===== src/rtl/fp_add_pipe.sv =====
// ---------------------------------------------------------------------------
// fp_add_pipe
// Three-stage pipelined IEEE-754 binary floating-point adder/subtractor with
// valid/ready handshakes on both sides. Round-to-nearest-even, subnormal
// support, Inf/NaN handling and overflow to infinity. All stages advance
// together, so a stalled output freezes the whole pipe.
//
// Parameters:
//   EXP_W      exponent field width (bias = 2^(EXP_W-1)-1)
//   MAN_W      stored fraction width (hidden bit excluded)
//
// Ports (word width W = 1+EXP_W+MAN_W):
//   clk        rising-edge clock
//   rst_n      asynchronous active-low reset, discards in-flight data
//   in_valid   operand pair valid
//   in_ready   pipe can accept operands this cycle (combinational)
//   in_a/in_b  operands A and B
//   in_sub     1: A - B, 0: A + B
//   out_valid  registered result valid
//   out_ready  downstream accepts result
//   out_s      registered rounded result
//   out_flags  {invalid, overflow, underflow, inexact}, only when the
//              macro FP_ADD_PIPE_FLAGS_EN is defined
// ---------------------------------------------------------------------------
module fp_add_pipe #(
    parameter int EXP_W = 8,
    parameter int MAN_W = 23
) (
    input  logic                 clk,
    input  logic                 rst_n,
    input  logic                 in_valid,
    output logic                 in_ready,
    input  logic [EXP_W+MAN_W:0] in_a,
    input  logic [EXP_W+MAN_W:0] in_b,
    input  logic                 in_sub,
    output logic                 out_valid,
    input  logic                 out_ready,
    output logic [EXP_W+MAN_W:0] out_s
`ifdef FP_ADD_PIPE_FLAGS_EN
    ,
    output logic [3:0]           out_flags
`endif
);

    localparam int W    = 1 + EXP_W + MAN_W;
    localparam int F    = MAN_W + 3;           // hidden, fraction, guard, round
    localparam int N    = MAN_W + 4;           // F plus sticky in the LSB
    localparam int EW2  = EXP_W + 2;           // headroom for carry + round
    localparam int SH_W = $clog2(F + 1);
    localparam logic [W-1:0]   QNAN  = {1'b0, {EXP_W{1'b1}}, 1'b1, {(MAN_W-1){1'b0}}};
    localparam logic [EW2-1:0] E_MAX = {2'b00, {EXP_W{1'b1}}};

    logic adv;
    assign adv      = !out_valid || out_ready;
    assign in_ready = adv;

    // ------------------------------------------------------------------
    // Stage 1: unpack, order by magnitude, align the smaller operand
    // ------------------------------------------------------------------
    logic             sa, sb;
    logic [EXP_W-1:0] ea, eb, ea_eff, eb_eff, ex, ey, diff;
    logic [MAN_W-1:0] fa, fb;
    logic [MAN_W:0]   ma, mb, mx, my;
    logic             a_nan, b_nan, a_inf, b_inf, a_ge_b, sx, sy;
    logic [SH_W-1:0]  sh1;
    logic [2*F-1:0]   wide;
    logic             st1_special;
    logic [W-1:0]     st1_spec_val;

    assign sa = in_a[W-1];
    assign ea = in_a[W-2:MAN_W];
    assign fa = in_a[MAN_W-1:0];
    assign sb = in_b[W-1] ^ in_sub;
    assign eb = in_b[W-2:MAN_W];
    assign fb = in_b[MAN_W-1:0];

    always_comb begin
        a_nan  = (ea == {EXP_W{1'b1}}) && (fa != '0);
        b_nan  = (eb == {EXP_W{1'b1}}) && (fb != '0);
        a_inf  = (ea == {EXP_W{1'b1}}) && (fa == '0);
        b_inf  = (eb == {EXP_W{1'b1}}) && (fb == '0);
        ea_eff = (ea == '0) ? EXP_W'(1) : ea;
        eb_eff = (eb == '0) ? EXP_W'(1) : eb;
        ma     = {ea != '0, fa};
        mb     = {eb != '0, fb};
        // Raw {exp, frac} ordering equals magnitude ordering in IEEE encoding
        a_ge_b = {ea, fa} >= {eb, fb};
        if (a_ge_b) begin
            sx = sa; sy = sb; ex = ea_eff; ey = eb_eff; mx = ma; my = mb;
        end else begin
            sx = sb; sy = sa; ex = eb_eff; ey = ea_eff; mx = mb; my = ma;
        end
        diff = ex - ey;
        // Shifts of F or more collapse the operand entirely into sticky
        if (int'(diff) >= F) sh1 = SH_W'(F);
        else                 sh1 = SH_W'(diff);
        wide = {my, 2'b00, {F{1'b0}}} >> sh1;

        st1_special  = 1'b0;
        st1_spec_val = '0;
        if (a_nan || b_nan || (a_inf && b_inf && (sa != sb))) begin
            st1_special  = 1'b1;
            st1_spec_val = QNAN;
        end else if (a_inf) begin
            st1_special  = 1'b1;
            st1_spec_val = {sa, {EXP_W{1'b1}}, {MAN_W{1'b0}}};
        end else if (b_inf) begin
            st1_special  = 1'b1;
            st1_spec_val = {sb, {EXP_W{1'b1}}, {MAN_W{1'b0}}};
        end
    end

    logic             v1, s1_sign, s1_eff_sub, s1_special, s1_zsign;
    logic [EXP_W-1:0] s1_exp;
    logic [N-1:0]     s1_mx, s1_my;
    logic [W-1:0]     s1_spec_val;

    // Stage 1 register; zero-result sign is negative only if both effective
    // signs are negative, which also makes x - x come out as +0
    always_ff @(posedge clk or negedge rst_n) begin
        if (!rst_n) begin
            v1          <= 1'b0;
            s1_sign     <= 1'b0;
            s1_eff_sub  <= 1'b0;
            s1_special  <= 1'b0;
            s1_zsign    <= 1'b0;
            s1_exp      <= '0;
            s1_mx       <= '0;
            s1_my       <= '0;
            s1_spec_val <= '0;
        end else if (adv) begin
            v1          <= in_valid;
            s1_sign     <= sx;
            s1_eff_sub  <= sx ^ sy;
            s1_special  <= st1_special;
            s1_zsign    <= sa & sb;
            s1_exp      <= ex;
            s1_mx       <= {mx, 3'b000};
            s1_my       <= {wide[2*F-1:F], |wide[F-1:0]};
            s1_spec_val <= st1_spec_val;
        end
    end

    // ------------------------------------------------------------------
    // Stage 2: magnitude add/subtract. Sticky sits in the LSB so that a
    // subtraction borrows through it and rounding stays correct.
    // ------------------------------------------------------------------
    logic [N:0] sum_d;
    always_comb begin
        if (s1_eff_sub) sum_d = {1'b0, s1_mx} - {1'b0, s1_my};
        else            sum_d = {1'b0, s1_mx} + {1'b0, s1_my};
    end

    logic             v2, s2_sign, s2_special, s2_zsign;
    logic [EXP_W-1:0] s2_exp;
    logic [N:0]       s2_sum;
    logic [W-1:0]     s2_spec_val;

    always_ff @(posedge clk or negedge rst_n) begin
        if (!rst_n) begin
            v2          <= 1'b0;
            s2_sign     <= 1'b0;
            s2_special  <= 1'b0;
            s2_zsign    <= 1'b0;
            s2_exp      <= '0;
            s2_sum      <= '0;
            s2_spec_val <= '0;
        end else if (adv) begin
            v2          <= v1;
            s2_sign     <= s1_sign;
            s2_special  <= s1_special;
            s2_zsign    <= s1_zsign;
            s2_exp      <= s1_exp;
            s2_sum      <= sum_d;
            s2_spec_val <= s1_spec_val;
        end
    end

    // ------------------------------------------------------------------
    // Stage 3: normalize, round to nearest even, pack
    // ------------------------------------------------------------------
    logic [N-1:0]     m;
    logic [EW2-1:0]   e, e_enc;
    int               lz, sh3;
    logic             g, r, st, lsb, rnd_up, ovf;
    logic [MAN_W+1:0] mant;
    logic [MAN_W-1:0] frac;
    logic [W-1:0]     res;

    always_comb begin
        m     = '0;
        e     = {2'b00, s2_exp};
        e_enc = '0;
        lz    = N;
        sh3   = 0;
        frac  = '0;
        res   = '0;
        if (s2_sum[N]) begin
            m    = s2_sum[N:1];
            m[0] = s2_sum[1] | s2_sum[0];
            e    = e + EW2'(1);
        end else begin
            m = s2_sum[N-1:0];
            for (int i = 0; i < N; i++) begin
                if (m[i]) lz = N - 1 - i;
            end
            // Never normalize below exponent 1; what remains is subnormal
            sh3 = (lz > int'(e) - 1) ? int'(e) - 1 : lz;
            m   = m << sh3;
            e   = e - EW2'(sh3);
        end
        lsb    = m[3];
        g      = m[2];
        r      = m[1];
        st     = m[0];
        rnd_up = g & (r | st | lsb);
        mant   = {1'b0, m[N-1:3]} + {{(MAN_W+1){1'b0}}, rnd_up};
        if (mant[MAN_W+1]) begin
            e_enc = e + EW2'(1);
            frac  = mant[MAN_W:1];
        end else begin
            e_enc = mant[MAN_W] ? e : '0;
            frac  = mant[MAN_W-1:0];
        end
        ovf = (e_enc >= E_MAX);
        if (s2_special)
            res = s2_spec_val;
        else if (s2_sum == '0)
            res = {s2_zsign, {(W-1){1'b0}}};
        else if (ovf)
            res = {s2_sign, {EXP_W{1'b1}}, {MAN_W{1'b0}}};
        else
            res = {s2_sign, e_enc[EXP_W-1:0], frac};
    end

`ifdef FP_ADD_PIPE_FLAGS_EN
    logic       s1_invalid, s2_invalid, inexact;
    logic [3:0] flags_d;

    // Invalid covers Inf-Inf and signalling-NaN inputs (fraction MSB clear)
    always_ff @(posedge clk or negedge rst_n) begin
        if (!rst_n) begin
            s1_invalid <= 1'b0;
            s2_invalid <= 1'b0;
        end else if (adv) begin
            s1_invalid <= (a_inf && b_inf && (sa != sb)) ||
                          (a_nan && !fa[MAN_W-1]) || (b_nan && !fb[MAN_W-1]);
            s2_invalid <= s1_invalid;
        end
    end

    always_comb begin
        flags_d = 4'b0000;
        inexact = g | r | st | ovf;
        if (s2_special)
            flags_d = {s2_invalid, 3'b000};
        else if (s2_sum != '0)
            flags_d = {1'b0, ovf, !ovf && (e_enc == '0) && inexact, inexact};
    end
`endif

    // Output register holds while the consumer stalls
    always_ff @(posedge clk or negedge rst_n) begin
        if (!rst_n) begin
            out_valid <= 1'b0;
            out_s     <= '0;
`ifdef FP_ADD_PIPE_FLAGS_EN
            out_flags <= 4'b0000;
`endif
        end else if (adv) begin
            out_valid <= v2;
            if (v2) begin
                out_s     <= res;
`ifdef FP_ADD_PIPE_FLAGS_EN
                out_flags <= flags_d;
`endif
            end
        end
    end

endmodule

===== config.mk =====
export PLATFORM = sky130hd
export DESIGN_NAME = fp_add_pipe
export DESIGN_NICKNAME = d
export VERILOG_FILES = /design/src/rtl/fp_add_pipe.sv
export SDC_FILE = /design/constraint.sdc
export NUM_CORES = 1
export LEC_CHECK = 0
export ABC_AREA = 1
export ABC_CLOCK_PERIOD_IN_PS = 7600
export BUFFER_PORTS_ARGS = -buffer_cell sky130_fd_sc_hd__buf_4
export CORE_MARGIN = 5
export CORE_UTILIZATION = 33
export CTS_CLUSTER_DIAMETER = 30
export DETAILED_ROUTE_END_ITERATION = 8
export PLACE_DENSITY = 0.49
export SETUP_SLACK_MARGIN = 0.4
export SLEW_MARGIN = 20
export SYNTH_ARGS = -nofsm -noshare
export SYNTH_HDL_FRONTEND = slang
export SYNTH_SLANG_ARGS = --single-unit

===== constraint.sdc =====
create_clock -name clk -period 7.6 [get_ports clk]
set_clock_uncertainty 0.2 [all_clocks]
set_input_delay 0.76 -clock clk [delete_from_list [all_inputs] [get_ports clk]]
set_output_delay 0.76 -clock clk [all_outputs]
set_load 0.01 [all_outputs]

==> reports/qor.yml <==
yosys.area.top_type: "dfrtp_1"
crit_top_cell: "o21ai_0"
cts_tree: "built"
nNetsFinal: 2551
n_antenna_cell: 0
via_per_inst: 5.10
synth-edff-count: 0
cts_setup_buffers: 0
track_usage: 0.206
path_delay_family: "compound AO/OA/AOI/OAI gates"
crit_buf_inv: 6
crit_arrival_ps: 6650
slowest_stage: "ha_1"
via_count: 15200
final_cells: 2982
multi_input_area_sq_mm: 0.00968
rsz0062_at_grt: "false"
num_io_pins: 103
overflow: 0
grt_start_max_net_pins: 85
dp_hpwl_um: 39900
p_int_mw: 3.30
critPathMaxFanout: 31
finalCriticalPeriod_ps: 6550
seq_area_sq_mm: 0.00353
cp.required_ps: 7700
p_clk_frac: 0.123
clk_pin_slew_worst_paths_ps: 70
core_area_sq_mm: 0.0440
layout-drive-gt1-share: 0.112
path_class: "input port to flop"
drtAntennaViolNets: 0
outcome: "completed"
synthDistinctLibCells: 60
syn_area_sq_mm: 0.0146
crit_path_max_incr_delay_ps: 350
cts_htree_levels: 4
grt_pass1_wl_um: 80000
setup_violations: 0
wl_um: 49400
postSynth.asyncResetShare: 1.00
slew_headroom: 0.355
dieWidth_um: 220
post-synth-top-count-cell: "nand2_1"
num_rows: 77
grt_antenna_before_repair: 0
nFillCells: 4911
wl_per_cell_um: 16.6
portBuffers: 102
clock_latency_ps: 460
die_area_sq_mm: 0.0486
die-height_um: 220
yosysSeqAreaShare: 0.241
seqPwrFrac: 0.171
ys_top_cells_by_area: "dfrtp_1 24%, nand2_1 17%, o21ai_0 8.9%, ha_1 8.7%, nand3_1 8.7%"
ys.flop_type: "dfrtp_1"
syn_inst: 2322
dp_slack_ps: 442
synth_seq_cells: 141
peakVddDrop_v: 0.000247
synthesis.nets: 2496
ys_warn_count: 0
synth.top_cell.area_share: 0.241
fmax_mhz: 153
drv_slew: 0
p_comb_frac: 0.706
syn_avg_cell_area_sq_um: 6.29
drt-initial-drc-count: 1023
routabilityCongestion: 0.935
clock-sinks: 141
worst_pin_slew_ps: 957
synthMuxAreaShare: 0.00548
swShare: 0.554
min_period_over_period: 0.862
ys_top_cells_by_count: "654 x nand2_1, 261 x o21ai_0, 254 x nand3_1"
p_per_area_mw_per_mm2: 444
setup_ws_ps: 1050
start_kind: "input port"
drt_pass1_iterations: 6
drc: 0
hold_path_class: "input port to asynchronous set/reset pin"
p_switching_mw: 4.09
start_util: 0.332
synth_top_family_by_area: "simple AND/OR/NAND/NOR gates"
final.setup.tns_ps: 0
synthSimpleGateAreaFrac: 0.356
cts_buffers: 17
leakage_nw: 8.13
hold_viol: 0
synthAdderAreaFrac: 0.0914
synth_compound_area_frac: 0.177
clockRootBuffer: "clkbuf_16"
max_cap_violations: 0
synth-xor-area-share: 0.0282
place_inst: 2949
syn_to_final_growth_pct: 13.9
critPathCaptureType: "flop"
grt_pass1_vias: 14700
clock_path_buffers: 2
routing by layer:
metal	global-route usage	wire [um]	vias up
li1	-	-	7826
met4	0.0778	1610	0
met5	0	0	-
met1	0.288	24100	6965
met2	0.325	21900	353
met3	0.0287	1790	77
repair_timing:
| item | in CTS | in global routing |
|---|---|---|
| setup endpoints to repair | 0 | 32 |
| resized for setup | 0 | 17 |
| endpoints found under the hold margin | 0 | 0 |
| hold buffers | 0 | 0 |
cell usage in the layout, fill, tap and decap left out, drive strengths merged, types with 8 or more instances in the layout:
cell and count:
a21oi 93, buf 137, clkbuf 19, dfrtp 141, ha 102, inv 267
mux2i 8, nand2 669, nand3 263, nand4 35, nor2 164, nor3 24
nor4 14, o21ai 288, o221ai 12, o22ai 20, or2 17, xnor2 14
xor2 33
cells by family after synthesis:
kind of cell	count (synthesis)
AND/OR/NAND/NOR	1193
AO/OA/AOI/OAI	461
buffers and inverters	367
flip-flops	141
adder cells (fa/ha/maj)	105
XOR/XNOR	47
multiplexers	8
power groups by stage:
stage	registers [mW]	logic (mW)	clock network, mW
after floorplan	1.20	3.82	0
after global placement	1.27	5.16	0
after detailed placement	1.28	5.17	0
after CTS	1.27	5.19	0.930
after global routing	1.30	5.98	0.958
final	1.26	5.22	0.906
registers in the layout (all words and copies together), names as in the netlist:
register,cells
out_s,32
out_valid,1
s1_eff_sub,1
s1_exp,8
s1_mx,24
s1_my,27
s1_sign,1
s1_spec_val,2
s1_special,1
s1_zsign,1
s2_exp,8
s2_sign,1
s2_spec_val,3
s2_sum,28
s2_zsign,1
v1,1
v2,1
path summary, 6_finish.rpt:
check                      cells past startpoint  slack [ps]      start               to
max                                           40        1050    in_b[2]         s1_my[0]
min in group clk                               2         270         v2        out_valid
min                                            1         100      rst_n        s2_sum[8]
max in group asynchronous                      2        5720      rst_n  s2_spec_val[22]
max reg2reg                                   59        1160  s2_sum[2]         out_s[6]
min reg2reg                                    2         270         v2        out_valid
cell type report:
| class | count | area share |
|---|---|---|
| multi-input combinational | 1815 | 0.582 |
| sequential | 141 | 0.212 |
| timing repair buffer | 137 | 0.0644 |
| inverter | 265 | 0.0601 |
| tap | 592 | 0.0445 |
| clock buffer | 19 | 0.0266 |
| clock inverter | 13 | 0.0106 |
through the flow:
stage	util	hold slack [ps]	power, mW	area (sq um)
CTS	0.377	179	7.39	16600
detailed placement	0.363	257	6.45	16000
global placement	0.363	249	6.43	16000
floorplan	-	232	5.02	14600
finish	0.378	104	7.39	16600
global route	0.378	171	8.24	16600
(Power assumes the default switching activity.)
